$ cat config.mk
export PLATFORM = sky130hd
export DESIGN_NAME = jk_multimode_register
export DESIGN_NICKNAME = d
export VERILOG_FILES = /design/src/rtl/jk_multimode_register_pkg.sv /design/src/rtl/jk_multimode_register_bit_cell.sv /design/src/rtl/jk_multimode_register.sv
export SDC_FILE = /design/constraint.sdc
export NUM_CORES = 1
export LEC_CHECK = 0
export ABC_AREA = 1
export CAP_MARGIN = 30
export CELL_PAD_IN_SITES_DETAIL_PLACEMENT = 0
export CELL_PAD_IN_SITES_GLOBAL_PLACEMENT = 1
export CORE_MARGIN = 3
export CORE_UTILIZATION = 25
export DETAILED_ROUTE_END_ITERATION = 8
export GPL_TIMING_DRIVEN = 1
export PLACE_DENSITY_LB_ADDON = 0.1
export SETUP_SLACK_MARGIN = 0.02
export SYNTH_ARGS = -nofsm -noshare
export SYNTH_HDL_FRONTEND = slang
export SYNTH_SLANG_ARGS = --single-unit
$ cat constraint.sdc
create_clock -name clk -period 1.7 [get_ports clk]
set_clock_uncertainty 0.05 [all_clocks]
set_input_delay 0.34 -clock clk [delete_from_list [all_inputs] [get_ports clk]]
set_output_delay 0.34 -clock clk [all_outputs]
set_load 0.02 [all_outputs]
$ cat src/rtl/jk_multimode_register_pkg.sv
// Shared mode encodings and the single-bit JK next-state function for
// jk_multimode_register and its per-bit cell.
package jk_pkg;

  typedef logic [1:0] jk_mode_t;

  localparam jk_mode_t MODE_JK     = 2'b00;
  localparam jk_mode_t MODE_TOGGLE = 2'b01;
  localparam jk_mode_t MODE_UP     = 2'b10;
  localparam jk_mode_t MODE_DN     = 2'b11;

  function automatic logic jk_next(input logic q, input logic j, input logic k);
    return (j & ~q) | (~k & q);
  endfunction

endpackage

$ cat src/rtl/jk_multimode_register_bit_cell.sv
// One-bit next-state cell: classic JK behaviour in JK mode, otherwise a
// T cell driven by the mode-derived toggle from the top level.
import jk_pkg::*;

module jk_bit_cell (
  input  jk_mode_t mode,
  input  logic     q_i,
  input  logic     j_i,
  input  logic     k_i,
  input  logic     toggle_i,
  output logic     d_i
);

  always_comb begin
    if (mode == MODE_JK) d_i = jk_next(q_i, j_i, k_i);
    else                 d_i = q_i ^ toggle_i;
  end

endmodule

$ cat src/rtl/jk_multimode_register.sv
// WIDTH-bit multimode JK register: JK / toggle / up / down count, parallel load.
// Build option: define JK_MULTIMODE_SAT_EN to make the count modes saturate.
import jk_pkg::*;

module jk_multimode_register #(
  parameter int               WIDTH   = 8,
  parameter logic [WIDTH-1:0] RST_VAL = '0
) (
  input  logic             clk,
  input  logic             rst,
  input  logic             en,
  input  logic [1:0]       mode,
  input  logic [WIDTH-1:0] j,
  input  logic [WIDTH-1:0] k,
  input  logic             load,
  input  logic [WIDTH-1:0] d,
  output logic [WIDTH-1:0] q,
  output logic [WIDTH-1:0] q_n,
  output logic             tc,
  output logic             changed
);

`ifdef JK_MULTIMODE_SAT_EN
  localparam bit SatEn = 1'b1;
`else
  localparam bit SatEn = 1'b0;
`endif

  jk_mode_t         mode_s;
  logic [WIDTH-1:0] q_q, q_d;
  logic             changed_q, changed_d;
  logic [WIDTH-1:0] toggle_vec;
  logic [WIDTH-1:0] cell_d;
  logic             ones_below, zeros_below;
  logic             at_limit;

  assign mode_s = jk_mode_t'(mode);

  // Ripple toggle chain: bit i toggles when all lower bits are ones (up) or zeros (down).
  always_comb begin
    toggle_vec  = '0;
    ones_below  = 1'b1;
    zeros_below = 1'b1;
    for (int i = 0; i < WIDTH; i++) begin
      case (mode_s)
        MODE_TOGGLE: toggle_vec[i] = j[i];
        MODE_UP:     toggle_vec[i] = ones_below;
        MODE_DN:     toggle_vec[i] = zeros_below;
        default:     toggle_vec[i] = 1'b0;
      endcase
      ones_below  = ones_below & q_q[i];
      zeros_below = zeros_below & ~q_q[i];
    end
    at_limit = ((mode_s == MODE_UP) && (&q_q)) || ((mode_s == MODE_DN) && (q_q == '0));
    if (SatEn && at_limit) toggle_vec = '0;
  end

  for (genvar g = 0; g < WIDTH; g++) begin : g_cell
    jk_bit_cell u_cell (
      .mode     (mode_s),
      .q_i      (q_q[g]),
      .j_i      (j[g]),
      .k_i      (k[g]),
      .toggle_i (toggle_vec[g]),
      .d_i      (cell_d[g])
    );
  end

  always_comb begin
    if (load)    q_d = d;
    else if (en) q_d = cell_d;
    else         q_d = q_q;
    changed_d = (q_d != q_q);
  end

  always_ff @(posedge clk or posedge rst) begin
    if (rst) begin
      q_q       <= RST_VAL;
      changed_q <= 1'b0;
    end else begin
      q_q       <= q_d;
      changed_q <= changed_d;
    end
  end

  always_comb begin
    case (mode_s)
      MODE_UP: tc = &q_q;
      MODE_DN: tc = (q_q == '0);
      default: tc = 1'b0;
    endcase
  end

  assign q       = q_q;
  assign q_n     = ~q_q;
  assign changed = changed_q;

endmodule

### Word level (Yosys, flattened, before mapping)

Index checks and enable logic that the tools add are counted.

* register bits after elaboration: 9
* input bits: 30
* output and inout port bits: 18
* word-level logic and storage cells: 90

* equal/unequal tests: 4
* multiplexer cells: 19
* bitwise logic cells: 61
* reduce and logical (&&, ||, !) cells: 4

Operators with widths (count)
* $and A1 B1 Y1: 28
* $pmux W1 S3: 7
* $mux W8: 2
* $not A1 Y1: 16
* $logic_not A8 Y1: 1
* $mux W1: 8
* $ne A8 B8 Y1: 1
* $not A8 Y8: 1
* $or A1 B1 Y1: 8
* $reduce_and A8 Y1: 1
* $xor A1 B1 Y1: 8
* $eq A2 B2 Y1 const B: 2
* $pmux W1 S2: 2
* $eq A2 B1 Y1 const B: 1
* $logic_not A2 Y1: 1
* $reduce_or A2 Y1: 1

### Logic depth before layout (Yosys ltp)

* word-level depth: 13
* depth in mapped cells: 16
* mapped depth without buffers: 15

### Modules after synthesis

From an unflattened synthesis, not the netlist that was laid out.

* cells, all modules: 275
* area, all modules: 1333.8 µm²

By module, submodules not included
* jk_multimode_register: instances 1, cells an instance 163, area each 893.4 µm², seq. area each 225.2 µm²
* jk_bit_cell: instances 8, cells an instance 14, area each 55.1 µm², seq. area each 0.0 µm²

### Worst setup path before layout

OpenSTA, ideal clock, no wires.

* path type: register to output
* from: reg q_q[3], in the netlist q[3]
* to: out tc
* arrival: 1.308 ns
* required time: 1.310 ns
* setup slack: 0.002 ns
* stages on the path, launching flop included: 7
* path buffers: 1
* cells stage by stage: dfrtp_1 -> buf_2 -> nor2_2 -> nand3_2 -> nor2_1 -> nand3_1 -> a21oi_1

* cells in the longest elaborated chain, start to end: 2
* elaborated cells between the ends (all ways): 3
* classes of those cells: mux (1); reduce/logical (2)

RTL lines
* start: declaration: line jk_multimode_register.sv:30 `logic [WIDTH-1:0] q_q, q_d;`
* start signal: assignment: line jk_multimode_register.sv:81 `q_q <= q_d;`
* $logic_not A8 Y1 or $reduce_and A8 Y1 (tied branches): line jk_multimode_register.sv:89, jk_multimode_register.sv:88
* $pmux W1 S2 *: line jk_multimode_register.sv:87 `case (mode_s)`
* end: declaration: line jk_multimode_register.sv:19 `output logic tc,`

Mark *: on every way between the ends. The rest lies on a longest branch, timed or not.

### Worst setup path after layout

* from: in mode[1]
* to: out tc

* cells in the longest elaborated chain, start to end: 2
* elaborated cells between the ends (all ways): 3
* classes of those cells: eq/ne (2); mux (1)

RTL lines
* start: declaration: line jk_multimode_register.sv:12 `input logic [1:0] mode,`
* $eq A2 B2 Y1: line jk_multimode_register.sv:87
* $pmux W1 S2 *: line jk_multimode_register.sv:87

Marked as above.

==> impl_metrics.yaml <==
clocking:
  cts_buffers: 3
  cts_sinks: 9
  ctsHtreeMaxLevel: 1
  cts_tree: "built"
  root_buffer: "clkbuf_8"
  cts_max_path_buffers: 2
  worstSkewPairLatency_ns: 0.23
  clk_pin_slew_ns: 0.05
  cts-hold-fix-buffers: 0
route:
  drt_pass1_iterations: 4
  wl_per_cell_um: 12.27
  drcViolationCount: 0
  first_iter_violations: 41
  vias: 1616
  routed_via_density: 4.578
  ant_nets: 0
  drt_wl_total_um: 4331
cells_and_area:
  layout_commonest_cell: "nand2_1"
  fin_nets: 332
  n_antenna_cell: 0
  final_cell_mix: "52 x nand2_1, 45 x buf_4, 28 x clkdlybuf4s50_1"
  num-fill-cells: 495
  drive_gt1_frac: 0.3920
  area_delta_synth_final_pct: 83.75
logic_synthesis:
  syn_area_mm2: 0.001209
  syn_avg_cell_area_um2: 5.701
  synth_warnings: 0
  mappedNetlistNets: 242
  synth_area_leader_cell: "nand2_1"
  synth_area_leaders: "nand2_1 21%, dfrtp_1 19%, nand3_1 14%"
  synth_seq_area_share: 0.1863
  netlist_instances: 212
  synth.top_cell.area_share: 0.2143
  yosys.cell_types.count: 22
  synth_seq_cells: 9
die:
  initial_core_util: 0.2683
  dieArea_mm2: 0.005705
  core_area_mm2: 0.004504
  row_count: 24
  die_y_um: 75.53
  die_w_um: 75.53
  ioPinCount: 48
grt:
  grt_antenna_before_repair: 0
  grt_max_degree: 11
  grt_pass1_vias: 1457
  grt_pass1_wl_um: 6879
  grt_use_total: 0.1537
  overflow: 0
timing:
  max_freq_mhz: 548.4
  rsz0062_at_grt: "yes"
  fin_setup_tns_ns: -0.2182
  post-route-period-util: 1.073
  period_minus_slack_ns: 1.823
  worst_slack_ns: -0.1234
  fin_hold_ws_ns: 0.3157
  max_slew_margin: 0.7797
  finalSetupViolations: 2
  hold_viol: 0
  drv_slew: 0
  max_slew.worst_pin.slew_ns: 0.3300
place:
  dpl.hpwl_um: 3587
  port_buffers: 47
  gp_congestion: 0.7874
critical_path:
  cp-start-kind: "input port"
  rrSetupSlack_ns: -0.09
  cp_max_fo: 4
  crit_arrival_ns: 1.43
  cp-end-kind: "output port"
  worst-setup-path-type: "input port to output port"
  rr_startpoint: "q[0]"
  reg2reg_depth: 15
  cp_data_required_time_ns: 1.31
  r2r-end: "changed"
run_status:
  violations: "setup timing"
  status: "complete, but fails checks"
power:
  power_density_mw_per_mm2: 549.2
  peakVddDrop_mv: 0.3263
  p_total_uw: 1220
  leakage_uw: 0.001132
job:
  cap_viol_max_count: 0
hold_path:
  hp-class: "input port to async pin"
==> cell usage after synthesis, drive strengths merged <==
library cell and count:
buf 15, nor2 13, nand4 9, o211ai 1, a21oi 16, nand3 34, dfrtp 9, clkbuf 1
or2 7, a21boi 1, o21ai 9, inv 27, nand2 70
==> sequential cells by signal (all words and copies together), names as in the netlist <==
name     count
changed      1
q            8
==> worst max-delay path by stage <==
stage	startpoint	cells past startpoint	slack, ns	to
2_1_floorplan	q[1]	15	0.02	changed
5_1_grt	mode[1]	8	-0.20	tc
4_1_cts	q[0]	6	-0.13	tc
6_report	mode[1]	8	-0.12	tc
3_3_place_gp	mode[1]	8	-0.79	tc
3_5_place_dp	mode[1]	8	-0.81	tc
==> per-stage QoR <==
step	instances	worst slack, ns	utilization	cell area [um^2]
finish	353	-0.1234	0.4931	2221
global route	353	-0.2000	0.4931	2221
CTS	351	-0.1337	0.4672	2105
detailed placement	343	-0.8056	0.4433	1997
global placement	343	-0.7932	0.4433	1997
floorplan	212	0.02252	-	1212
==> worst max-delay path, stage by stage <==
cell and delay [ns]:
dlygate4sd2_1 0.30, nand2_2 0.11, inv_2 0.08, nand3_2 0.10, nor2_2 0.13, nand3_2 0.10, a21oi_2 0.13, buf_4 0.15
==> layer usage <==
metal | wire length (um) | share of wire | track usage
met3 | 177 | 0.041 | 0.009235
met2 | 1855 | 0.43 | 0.2272
met1 | 2285 | 0.53 | 0.2449
met5 | 0 | 0 | 0
met4 | 11 | 0.0025 | 0.02524
==> kinds of logic (layout without fill, tap and decap cells) <==
kind of cell,after synthesis,after routing,share of synthesized area
AND/OR/NAND/NOR,133,133,0.5217
buffers and inverters,43,132,0.1760
AO/OA/AOI/OAI,27,27,0.1159
flip-flops,9,9,0.1863
==> layout make-up <==
cell class                 instances  area [um^2]  share of cell area
timing repair buffer             101        885.9              0.3989
multi-input combinational        160        890.9              0.4011
tap                               52        65.06             0.02930
sequential                         9        227.7              0.1025
inverter                          27        106.4             0.04789
clock buffer                       4        45.04             0.02028
==> power breakdown <==
group	internal (uW)	total [uW]	switching, uW
Combinational	352	710	359
Sequential	237	268	30.9
Clock	163	241	78.4
Total	751	1220	468
==> repair_timing <==
item,4_1_cts,5_1_grt
buffers inserted,4,2
endpoints found under the setup margin,24,11
pin swaps,10,19
endpoints found under the hold margin,0,0
gates resized for setup,42,40
Note: power is estimated with default switching activity, not from simulation.
